--- src/rtl/fsm_bit_serializer.sv ---
// Parallel-to-serial feeder for the single-bit Moore sequence FSM: valid/ready word intake,
// one bit per clock, programmable idle gap. Optional even-parity bit with FSM_SER_PARITY_EN.
module fsm_bit_serializer #(
    parameter int WIDTH      = 8,
    parameter int GAP_CYCLES = 2,
    parameter int MSB_FIRST  = 1
) (
    input  logic             clk,
    input  logic             reset,
    input  logic [WIDTH-1:0] data_in,
    input  logic             data_valid,
    output logic             data_ready,
    output logic             bit_out,
    output logic             bit_valid,
    output logic             frame_done,
    output logic             busy
);

`ifdef FSM_SER_PARITY_EN
    localparam int FRAME_LEN = WIDTH + 1;
`else
    localparam int FRAME_LEN = WIDTH;
`endif
    localparam int BCW = $clog2(FRAME_LEN + 1);
    localparam int GCW = (GAP_CYCLES > 0) ? $clog2(GAP_CYCLES + 1) : 1;

    localparam logic [BCW-1:0] BIT_LAST  = BCW'(FRAME_LEN - 1);
    localparam logic [BCW-1:0] DATA_LAST = BCW'(WIDTH - 1);
    localparam logic [BCW-1:0] BIT_ONE   = BCW'(1);
    localparam logic [GCW-1:0] GAP_LAST  = GCW'((GAP_CYCLES > 0) ? (GAP_CYCLES - 1) : 0);
    localparam logic [GCW-1:0] GAP_ONE   = GCW'(1);

    localparam logic [1:0] S_IDLE  = 2'd0;
    localparam logic [1:0] S_SHIFT = 2'd1;
    localparam logic [1:0] S_GAP   = 2'd2;

    logic [1:0]       state_q, state_d;
    logic [WIDTH-1:0] shreg_q, shreg_d;
    logic [BCW-1:0]   bit_cnt_q, bit_cnt_d;
    logic [GCW-1:0]   gap_cnt_q, gap_cnt_d;
    logic             bit_out_q, bit_out_d;
    logic             bit_valid_q, bit_valid_d;
    logic             frame_done_q, frame_done_d;
    logic             busy_q, busy_d;
    logic             accept_s;
`ifdef FSM_SER_PARITY_EN
    logic             parity_q, parity_d;

    function automatic logic even_parity(input logic [WIDTH-1:0] w);
        return ^w;
    endfunction
`endif

    function automatic logic first_bit(input logic [WIDTH-1:0] w);
        if (MSB_FIRST != 0) begin
            return w[WIDTH-1];
        end else begin
            return w[0];
        end
    endfunction

    assign accept_s   = data_valid && (state_q == S_IDLE);
    assign data_ready = (state_q == S_IDLE) && !reset;
    assign bit_out    = bit_out_q;
    assign bit_valid  = bit_valid_q;
    assign frame_done = frame_done_q;
    assign busy       = busy_q;

    // State and datapath registers; reset aborts any frame in flight.
    always_ff @(posedge clk or posedge reset) begin
        if (reset) begin
            state_q      <= S_IDLE;
            shreg_q      <= '0;
            bit_cnt_q    <= '0;
            gap_cnt_q    <= '0;
            bit_out_q    <= 1'b0;
            bit_valid_q  <= 1'b0;
            frame_done_q <= 1'b0;
            busy_q       <= 1'b0;
`ifdef FSM_SER_PARITY_EN
            parity_q     <= 1'b0;
`endif
        end else begin
            state_q      <= state_d;
            shreg_q      <= shreg_d;
            bit_cnt_q    <= bit_cnt_d;
            gap_cnt_q    <= gap_cnt_d;
            bit_out_q    <= bit_out_d;
            bit_valid_q  <= bit_valid_d;
            frame_done_q <= frame_done_d;
            busy_q       <= busy_d;
`ifdef FSM_SER_PARITY_EN
            parity_q     <= parity_d;
`endif
        end
    end

    // Next-state decode; the unused encoding falls back to IDLE.
    always_comb begin
        state_d = S_IDLE;
        case (state_q)
            S_IDLE: begin
                if (accept_s) begin
                    state_d = S_SHIFT;
                end else begin
                    state_d = S_IDLE;
                end
            end
            S_SHIFT: begin
                if (bit_cnt_q == BIT_LAST) begin
                    state_d = (GAP_CYCLES > 0) ? S_GAP : S_IDLE;
                end else begin
                    state_d = S_SHIFT;
                end
            end
            S_GAP: begin
                if (gap_cnt_q == GAP_LAST) begin
                    state_d = S_IDLE;
                end else begin
                    state_d = S_GAP;
                end
            end
            default: begin
                state_d = S_IDLE;
            end
        endcase
    end

    // Output/datapath next values: outputs are computed one cycle ahead so they come straight from flops.
    always_comb begin
        shreg_d      = shreg_q;
        bit_cnt_d    = bit_cnt_q;
        gap_cnt_d    = '0;
        bit_out_d    = 1'b0;
        bit_valid_d  = 1'b0;
        frame_done_d = 1'b0;
        busy_d       = 1'b0;
`ifdef FSM_SER_PARITY_EN
        parity_d     = parity_q;
`endif
        case (state_q)
            S_IDLE: begin
                if (accept_s) begin
                    shreg_d     = data_in;
                    bit_cnt_d   = '0;
                    bit_out_d   = first_bit(data_in);
                    bit_valid_d = 1'b1;
                    busy_d      = 1'b1;
`ifdef FSM_SER_PARITY_EN
                    parity_d    = even_parity(data_in);
`endif
                end else begin
                    bit_cnt_d   = '0;
                end
            end
            S_SHIFT: begin
                if (bit_cnt_q == BIT_LAST) begin
                    bit_cnt_d = '0;
                    busy_d    = (GAP_CYCLES > 0);
                end else begin
                    bit_cnt_d    = bit_cnt_q + BIT_ONE;
                    bit_valid_d  = 1'b1;
                    busy_d       = 1'b1;
                    frame_done_d = ((bit_cnt_q + BIT_ONE) == BIT_LAST);
                    // The register head always holds the bit on the wire, so the next one sits one place in.
                    if (MSB_FIRST != 0) begin
                        shreg_d   = {shreg_q[WIDTH-2:0], 1'b0};
                        bit_out_d = shreg_q[WIDTH-2];
                    end else begin
                        shreg_d   = {1'b0, shreg_q[WIDTH-1:1]};
                        bit_out_d = shreg_q[1];
                    end
`ifdef FSM_SER_PARITY_EN
                    if (bit_cnt_q == DATA_LAST) begin
                        bit_out_d = parity_q;
                    end else begin
                        bit_out_d = bit_out_d;
                    end
`else
                    if (bit_cnt_q == DATA_LAST) begin
                        bit_out_d = 1'b0;
                    end else begin
                        bit_out_d = bit_out_d;
                    end
`endif
                end
            end
            S_GAP: begin
                if (gap_cnt_q == GAP_LAST) begin
                    gap_cnt_d = '0;
                    busy_d    = 1'b0;
                end else begin
                    gap_cnt_d = gap_cnt_q + GAP_ONE;
                    busy_d    = 1'b1;
                end
            end
            default: begin
                shreg_d   = '0;
                bit_cnt_d = '0;
            end
        endcase
    end

endmodule

--- config.mk ---
export PLATFORM = sky130hd
export DESIGN_NAME = fsm_bit_serializer
export DESIGN_NICKNAME = d
export VERILOG_FILES = /design/src/rtl/fsm_bit_serializer.sv
export SDC_FILE = /design/constraint.sdc
export NUM_CORES = 1
export LEC_CHECK = 0
export ABC_AREA = 1
export CAP_MARGIN = 20
export CORE_MARGIN = 2
export CORE_UTILIZATION = 45
export DETAILED_ROUTE_END_ITERATION = 6
export DONT_BUFFER_PORTS = 1
export PLACE_DENSITY = 0.63
export SYNTH_ARGS = -nofsm -noshare
export SYNTH_HDL_FRONTEND = slang
export SYNTH_SLANG_ARGS = --single-unit
--- constraint.sdc ---
create_clock -name clk -period 1.6 [get_ports clk]
set_input_delay 0.32 -clock clk [delete_from_list [all_inputs] [get_ports clk]]
set_output_delay 0.32 -clock clk [all_outputs]
set_load 0.03 [all_outputs]
# After elaboration in Yosys (flattened, before gate mapping)
# Cells that the tools add are included.
# Widths: inputs -> output; s select.
# word_totals
reg_bits,19
in_bits,11
out_inout_bits,5
elab_cells,44
# classes
addsub,2
n_eq_ne,7
muxes,21
n_bitwise,1
reduce_logical,5
# ops
operator,count
$pmux 7 s3,1
$mux 7,2
$eq 4x3->1 const B,2
$mux 1,8
$mux 2,4
$pmux 4 s2,1
$pmux 2 s3,1
$add 4x1->4 const B,1
$eq 2x1->1 const B,2
$mux 4,1
$ne 2x2->1 const B,2
$pmux 1 s2,2
$pmux 1 s3,1
$reduce_and 3->1,1
$add 2x1->2 const B,1
$eq 2x2->1 const B,1
$logic_and 1x1->1,2
$logic_not 2->1,1
$logic_not 1->1,1
$not 1->1,1

# Longest topological paths before layout
# Gate-level depths: netlist of run 1.
# logic_depth
depth_word,4
mapped_depth,7
depth_no_buf,7

# Worst setup path after synthesis of run 1
# Ideal clock, no wire load.
# synth_path
kind,reg2out
from,register state_q[0]
to,output data_ready
arrival_ps,1269
required_ps,1280
setup_slack_ps,11
path_stages_with_launch,3
n_path_buf,1
cell_sequence,dfrtp_1 buf_4 nor3_1
# synth_via
elab_chain_cells,2
# synth_lines
item,line_no,text
start: declaration,37,"logic [1:0] state_q, state_d;"
start signal: assignment,84,state_q <= state_d;
$logic_not 2->1,63,assign data_ready = (state_q == S_IDLE) && !reset;
$logic_and 1x1->1,63,
end: declaration,12,"output logic data_ready,"
# No other way between the ends.

# Worst setup path in the final report of run 1
# Ends and elaborated chain as after synthesis.

==> impl_results.md, run 1 <==
* Starting density of the core at 0.4691
* Hold Fails Final Rpt at 0
* Die H at 48.99 µm
* Gpl congestion at 0.8513
* Post-synthesis sequential area ratio at 0.5220
* Setup_tns at 0 ns
* CP Data Required Time at 1.28 ns
* Slew HR at 0.7786
* Nets at 131
* Share of the synthesized area in the top cell type at 0.5220
* DR iter-0 viols at 13
* NetSw at 740.8 µW
* Core Area at 0.001942 mm²
* Reg clk slew, reported paths at 0.10 ns
* Largest net degree at the start of global routing at 20
* Ys Warns at 0
* Root Driver: clkbuf_4
* Post-Syn Nets at 123
* Sequential share of power at 0.505
* Critical path class: reg2out
* Synth area leader: dfrtp_1
* Final ANT Viol Nets at 0
* RSZ-0062 raised after global routing: false
* Area growth from synthesis to layout at 9.478%
* Share of cells above drive strength 1 at 0.1453
* Final count of pins violating max slew at 0
* First-pass GRT wire length at 2.980 mm
* First drt pass iteration count at 4
* Non-filler cells, final at 144
* Power density cells at 1715 mW/mm²
* # setup viols final at 0
* Dpl cells at 139
* Residual DRC at 0
* CTS Buf Count at 3
* Mean post-synth cell area at 8.281 µm²
* IO Pins at 16
* Fillers at 207
* Critical path launch point type: flip-flop
* Leak at 0.0005167 µW
* Max VDD drop at 0.7870 mV
* Hold crit path type: in2reg
* Setup Skew at 0.002841 ns
* Tcrit/Tclk final at 0.9491
* Vias in the first global route at 690
* Total die area at 0.002400 mm²
* Kind of end point of the critical path: output port
* DP HPWL at 1.293 mm
* Worst Tran Pin Value at 0.3298 ns
* Ant. Diodes at 0
* Initial antenna violation count at 0
* CTS max path bufs at 2
* Comb power frac at 0.352
* GR Overflow Total at 0
* Die Wd at 48.99 µm
* Skew-Pair Late Insertion Delay at 0.30 ns
* Via density at 5.028
* Status: completed
* Clock power share at 0.143
* WL/cell at 11.63 µm
* H-tree depth at 1
* Max frequency at 0.6585 GHz
* Crit path max fanout at 6
* Cts repair resizes at 0
* IO buf count at 0
* Int Power at 969.6 µW
* Routed wire length at 1.675 mm
* CP arrival at 1.20 ns
* Cell area after synthesis at 910.9 µm²
* Post CTS Setup Buffer Count at 0
* Post-Synthesis Cells at 110
* Max cap viols at 0
* #FFs+latches synth at 19
* Tot GR Track Use at 0.1680
* Core Rows at 16
* Area contributors post-synth: dfrtp_1, nand2_1, nand3_1
* Tmin final at 1.519 ns
* Sink Count at 19
* Net Sw Frac at 0.4331
* CTS tree: done
* Routed vias at 724
* Distinct cells, synth at 17
Yosys cell counts (all sizes together):
cell type / n
nand3: 15
buf: 1
nor2: 8
dfrtp: 19
inv: 10
o31ai: 1
nand2: 45
o21ai: 4
nor3: 2
nand4: 3
ha: 2
path summary, 6_finish.rpt:
kind                              startpoint      endpoint  slack (ns)  cells past startpoint
worst max-delay path              state_q[0]    data_ready        0.08                      2
worst min-delay path              data_valid    state_q[0]        0.15                      2
worst max register to register  bit_cnt_q[0]    shreg_q[2]        0.27                      7
worst min register to register  gap_cnt_q[0]  gap_cnt_q[0]        0.45                      1
max in group asynchronous              reset    shreg_q[6]        0.95                      3
min in group asynchronous              reset    state_q[1]        0.46                      3
final cells by class:
| type | instances | area (µm²) | area share |
|---|---|---|---|
| clock buffers | 3 | 22.52 | 0.02258 |
| clock inverters | 1 | 5.005 | 0.005019 |
| inverters | 10 | 37.54 | 0.03764 |
| multi-input cells | 80 | 390.4 | 0.3915 |
| flip-flops and latches | 19 | 475.5 | 0.4768 |
| well taps | 27 | 33.78 | 0.03388 |
| repair buffers | 4 | 32.53 | 0.03262 |
power groups by stage:
stage	logic (µW)	registers (µW)	clock network (µW)
global route	701	893	284
detailed placement	608	874	0
finish	602	864	245
global placement	591	870	0
CTS	613	864	253
floorplan	505	826	0
cells by family (layout without fill, tap and decap cells):
group,count (synthesis),in the layout,synth area share
AO/OA/AOI/OAI,5,5,0.03021
adder cells (fa/ha/maj),2,2,0.02747
buffers and inverters,11,18,0.04945
flip-flops,19,19,0.5220
AND/OR/NAND/NOR,73,73,0.3709
through the flow:
stage               hold slack [ns]  total power (µW)  setup slack [ns]  cell area [µm²]    util
finish                       0.1513              1710           0.08148            997.2  0.5135
global route                 0.1502              1878           0.01435            997.2  0.5135
CTS                          0.1458              1730           0.07655            997.2  0.5135
detailed placement           0.2507              1482            0.2866            959.7  0.4942
global placement             0.2436              1461            0.3249            959.7  0.4942
floorplan                    0.2711              1332           0.01108            910.9       -
sequential cells by signal, indices dropped and copies added (netlist names):
signal / cells
bit_cnt_q: 4
busy: 1
shreg_q: 7
bit_valid: 1
state_q: 2
bit_out: 1
frame_done: 1
gap_cnt_q: 2
per-layer routing:
metal,vias up,GRT usage,routed length (µm)
li1,369,-,-
met1,334,0.2231,831
met2,16,0.2443,725
met3,5,0.04601,74
met4,0,0.1000,44
met5,-,0,0
cell usage in the layout (no fill, tap or decap):
cell,synthesis,routed
buf_4,1,3
clkbuf_4,0,3
clkinv_2,0,1
dfrtp_1,19,19
dlygate4sd3_1,0,1
ha_1,2,2
inv_1,6,6
inv_2,4,4
nand2_1,43,43
nand2_2,1,1
nand2_4,1,1
nand3_1,15,15
nand4_1,3,3
nor2_1,4,4
nor2_2,1,1
nor2_4,3,3
nor3_1,2,2
o21ai_0,1,1
o21ai_1,3,3
o31ai_1,1,1
timing repair:
item	4_1_cts	5_1_grt
endpoints found under the hold margin	19	0
hold buffers	1	0
endpoints found under the setup margin	0	0
critical path, stage by stage (launching register included):
cell	delay, ns
dfrtp_1	0.49
nor3_1	0.22
buf_4	0.18
No activity file was read; power rests on OpenSTA's default activity.
==> run 2, diff against run 1 <==
==> constraint.sdc (replaced) <==
create_clock -name clk -period 1.6 [get_ports clk]
set_input_delay 0.24 -clock clk [delete_from_list [all_inputs] [get_ports clk]]
set_output_delay 0.24 -clock clk [all_outputs]
set_load 0.03 [all_outputs]
==> run 2 against run 1 <==
  * Worst setup slack improved by 0.076 ns
  * Sequential share of layout area is 0.42 points higher
  * Clock power fell by 3%
  * Via count down 2.2%
  * Non-clock buffer count decreased by 1
  * Routed wire length is 0.18% higher
  * Highest routed layer unchanged
  * Final area is 0.88% lower
  * Final cell count fell by 0.69%
  * Die area unchanged
  * Critical path depth did not move
  * Power is 0.50% lower
==> impl_results.md, run 2 (synthesis results as in run 1) <==
* Ant. Diodes at 0 (unchanged)
* DR iter-0 viols at 19 (+6)
* RSZ-0062 raised after global routing: false
* CTS Buf Count at 3 (unchanged)
* Residual DRC at 0 (unchanged)
* Post-DP Area at 952.2 µm² (-0.78%)
* FF+latch area at 475.5 µm² (unchanged)
* Post CTS Setup Buffer Count at 0 (unchanged)
* Setup_tns at 0 ns (unchanged)
* Max VDD drop at 0.6810 mV (-13%)
* Worst hold path cell count at 2 (unchanged)
* RR Endpoint: shreg_q[4]
* Dpl cells at 138 (-0.72%)
* RR Startpoint: bit_cnt_q[0]
* Core Rows at 16 (unchanged)
* Post-route cell area at 988.4 µm² (-0.88%)
* Non-filler cells, final at 143 (-0.69%)
* # setup viols final at 0 (unchanged)
* Root Driver: clkbuf_4
* Max frequency at 0.6934 GHz (+5.3%)
* Hold path endpoint: bit_out
* Nets at 130 (-0.76%)
* Vias in the first global route at 644 (-6.7%)
* CP arrival at 1.20 ns (about the same)
* Routed vias at 708 (-2.2%)
* Crit path from: state_q[0]
* IO Pins at 16 (unchanged)
* Final core occ at 0.5090 (-0.004510)
* R2r worst-path depth at 7 (unchanged)
* Top flop regs: shreg_q (7), bit_cnt_q (4)
* Gpl congestion at 0.8413 (-1.2%)
* IO buf count at 0 (unchanged)
* Setup Skew at 0.009424 ns (+0.006583 ns)
* Area growth from synthesis to layout at 8.516%
* Worst Tran Pin Value at 0.7099 ns (+0.3800 ns)
* Final count of pins violating max slew at 0 (unchanged)
* Critical hold path startpoint: data_in[7]
* Highest-count cells in the layout ignoring fill and taps: nand2_1, dfrtp_1, nand3_1
* DP HPWL at 1.255 mm (-2.9%)
* Crit path max fanout at 6 (unchanged)
* Status: completed
* CTS tree: done
* Die H at 48.99 µm (unchanged)
* CTS max path bufs at 2 (unchanged)
* Fillers at 187 (-9.7%)
* Reg clk slew, reported paths at 0.11 ns (about the same)
* Multi-input gate area at 390.4 µm² (unchanged)
* Tmin final at 1.442 ns (-0.07636 ns)
* Largest net degree at the start of global routing at 20 (unchanged)
* Top reg by flops: shreg_q
* Total die area at 0.002400 mm² (unchanged)
* Share of cells above drive strength 1 at 0.1293 (-0.01599)
* Hold crit path type: in2reg
* Power density cells at 1722 mW/mm² (+0.38%)
* Slew HR at 0.5262 (-0.2524)
* Final ANT Viol Nets at 0 (unchanged)
* Initial antenna violation count at 0 (unchanged)
* CP Data Required Time at 1.36 ns (+0.08 ns)
* Most common cell after layout, fill and taps aside: nand2_1
* Skew-Pair Late Insertion Delay at 0.30 ns (about the same)
* Hold Fails Final Rpt at 0 (unchanged)
* Starting density of the core at 0.4691 (unchanged)
* H-tree depth at 1 (unchanged)
* Kind of end point of the critical path: output port
* Die Wd at 48.99 µm (unchanged)
* Sink Count at 19 (unchanged)
* Core Area at 0.001942 mm² (unchanged)
* Tcrit/Tclk final at 0.9013 (-0.04773)
* Critical path launch point type: flip-flop
* Routed wire length at 1.678 mm (+0.18%)
* Leak at 0.0005092 µW (-1.5%)
* R2R setup slack at 0.25 ns (-0.02 ns)
* Max cap viols at 0 (unchanged)
* WL/cell at 11.73 µm (+0.88%)
* Number of flip-flops in the largest register at 7 (unchanged)
* First drt pass iteration count at 5 (+1)
* First-pass GRT wire length at 3.001 mm (+0.70%)
* Critical path class: reg2out
* Via density at 4.951 (-1.5%)
* GR Overflow Total at 0 (unchanged)
* Tot GR Track Use at 0.1684 (+0.0004369)
==> run 2: power breakdown <==
group / total, µW / internal [µW] / switching (µW)
Clock: 238 / 97.1 / 141
Sequential: 863 / 647 / 217
Combinational: 600 / 228 / 372
==> run 2: final cells by class <==
type,count,share of cell area
Timing Repair Buffer,3,0.02532
Multi-Input combinational cell,80,0.3949
Tap cell,27,0.03418
Sequential cell,19,0.4810
Clock buffer,4,0.02658
Inverter,10,0.03797
==> run 2: critical path, cell delays in order (launching register included) <==
cell and delay, ns:
dfrtp_1 0.50, nor3_1 0.22, buf_4 0.19
==> run 2: what timing repair did <==
action / in CTS / in global routing
hold endpoints to repair: 19 / 0
hold buffers: 1 / 0
resized for setup: 0 / 0
==> run 2: worst max-delay path by stage <==
stage	depth (start not counted)	end	slack (ns)
after floorplan	2	data_ready	0.09
after global placement	7	shreg_q[0]	0.33
after detailed placement	7	shreg_q[2]	0.26
after CTS	2	data_ready	0.15
after global routing	2	data_ready	0.08
final	2	data_ready	0.16
==> run 2: per-stage QoR <==
| stage | total power, µW | worst slack, ns | hold WS [ns] |
|---|---|---|---|
| after floorplan | 1332 | 0.09108 | 0.1911 |
| after global placement | 1458 | 0.3253 | 0.2733 |
| after detailed placement | 1473 | 0.2643 | 0.2892 |
| after CTS | 1726 | 0.1454 | 0.06226 |
| after global routing | 1866 | 0.07538 | 0.05991 |
| final | 1702 | 0.1578 | 0.07149 |
==> run 2: routing by layer <==
layer | part of all wire | vias up | track usage
met1 | 0.52 | 314 | 0.2540
met5 | 0 | - | 0
met2 | 0.41 | 18 | 0.2078
li1 | - | 370 | -
met4 | 0.025 | 0 | 0.1000
met3 | 0.048 | 6 | 0.04908
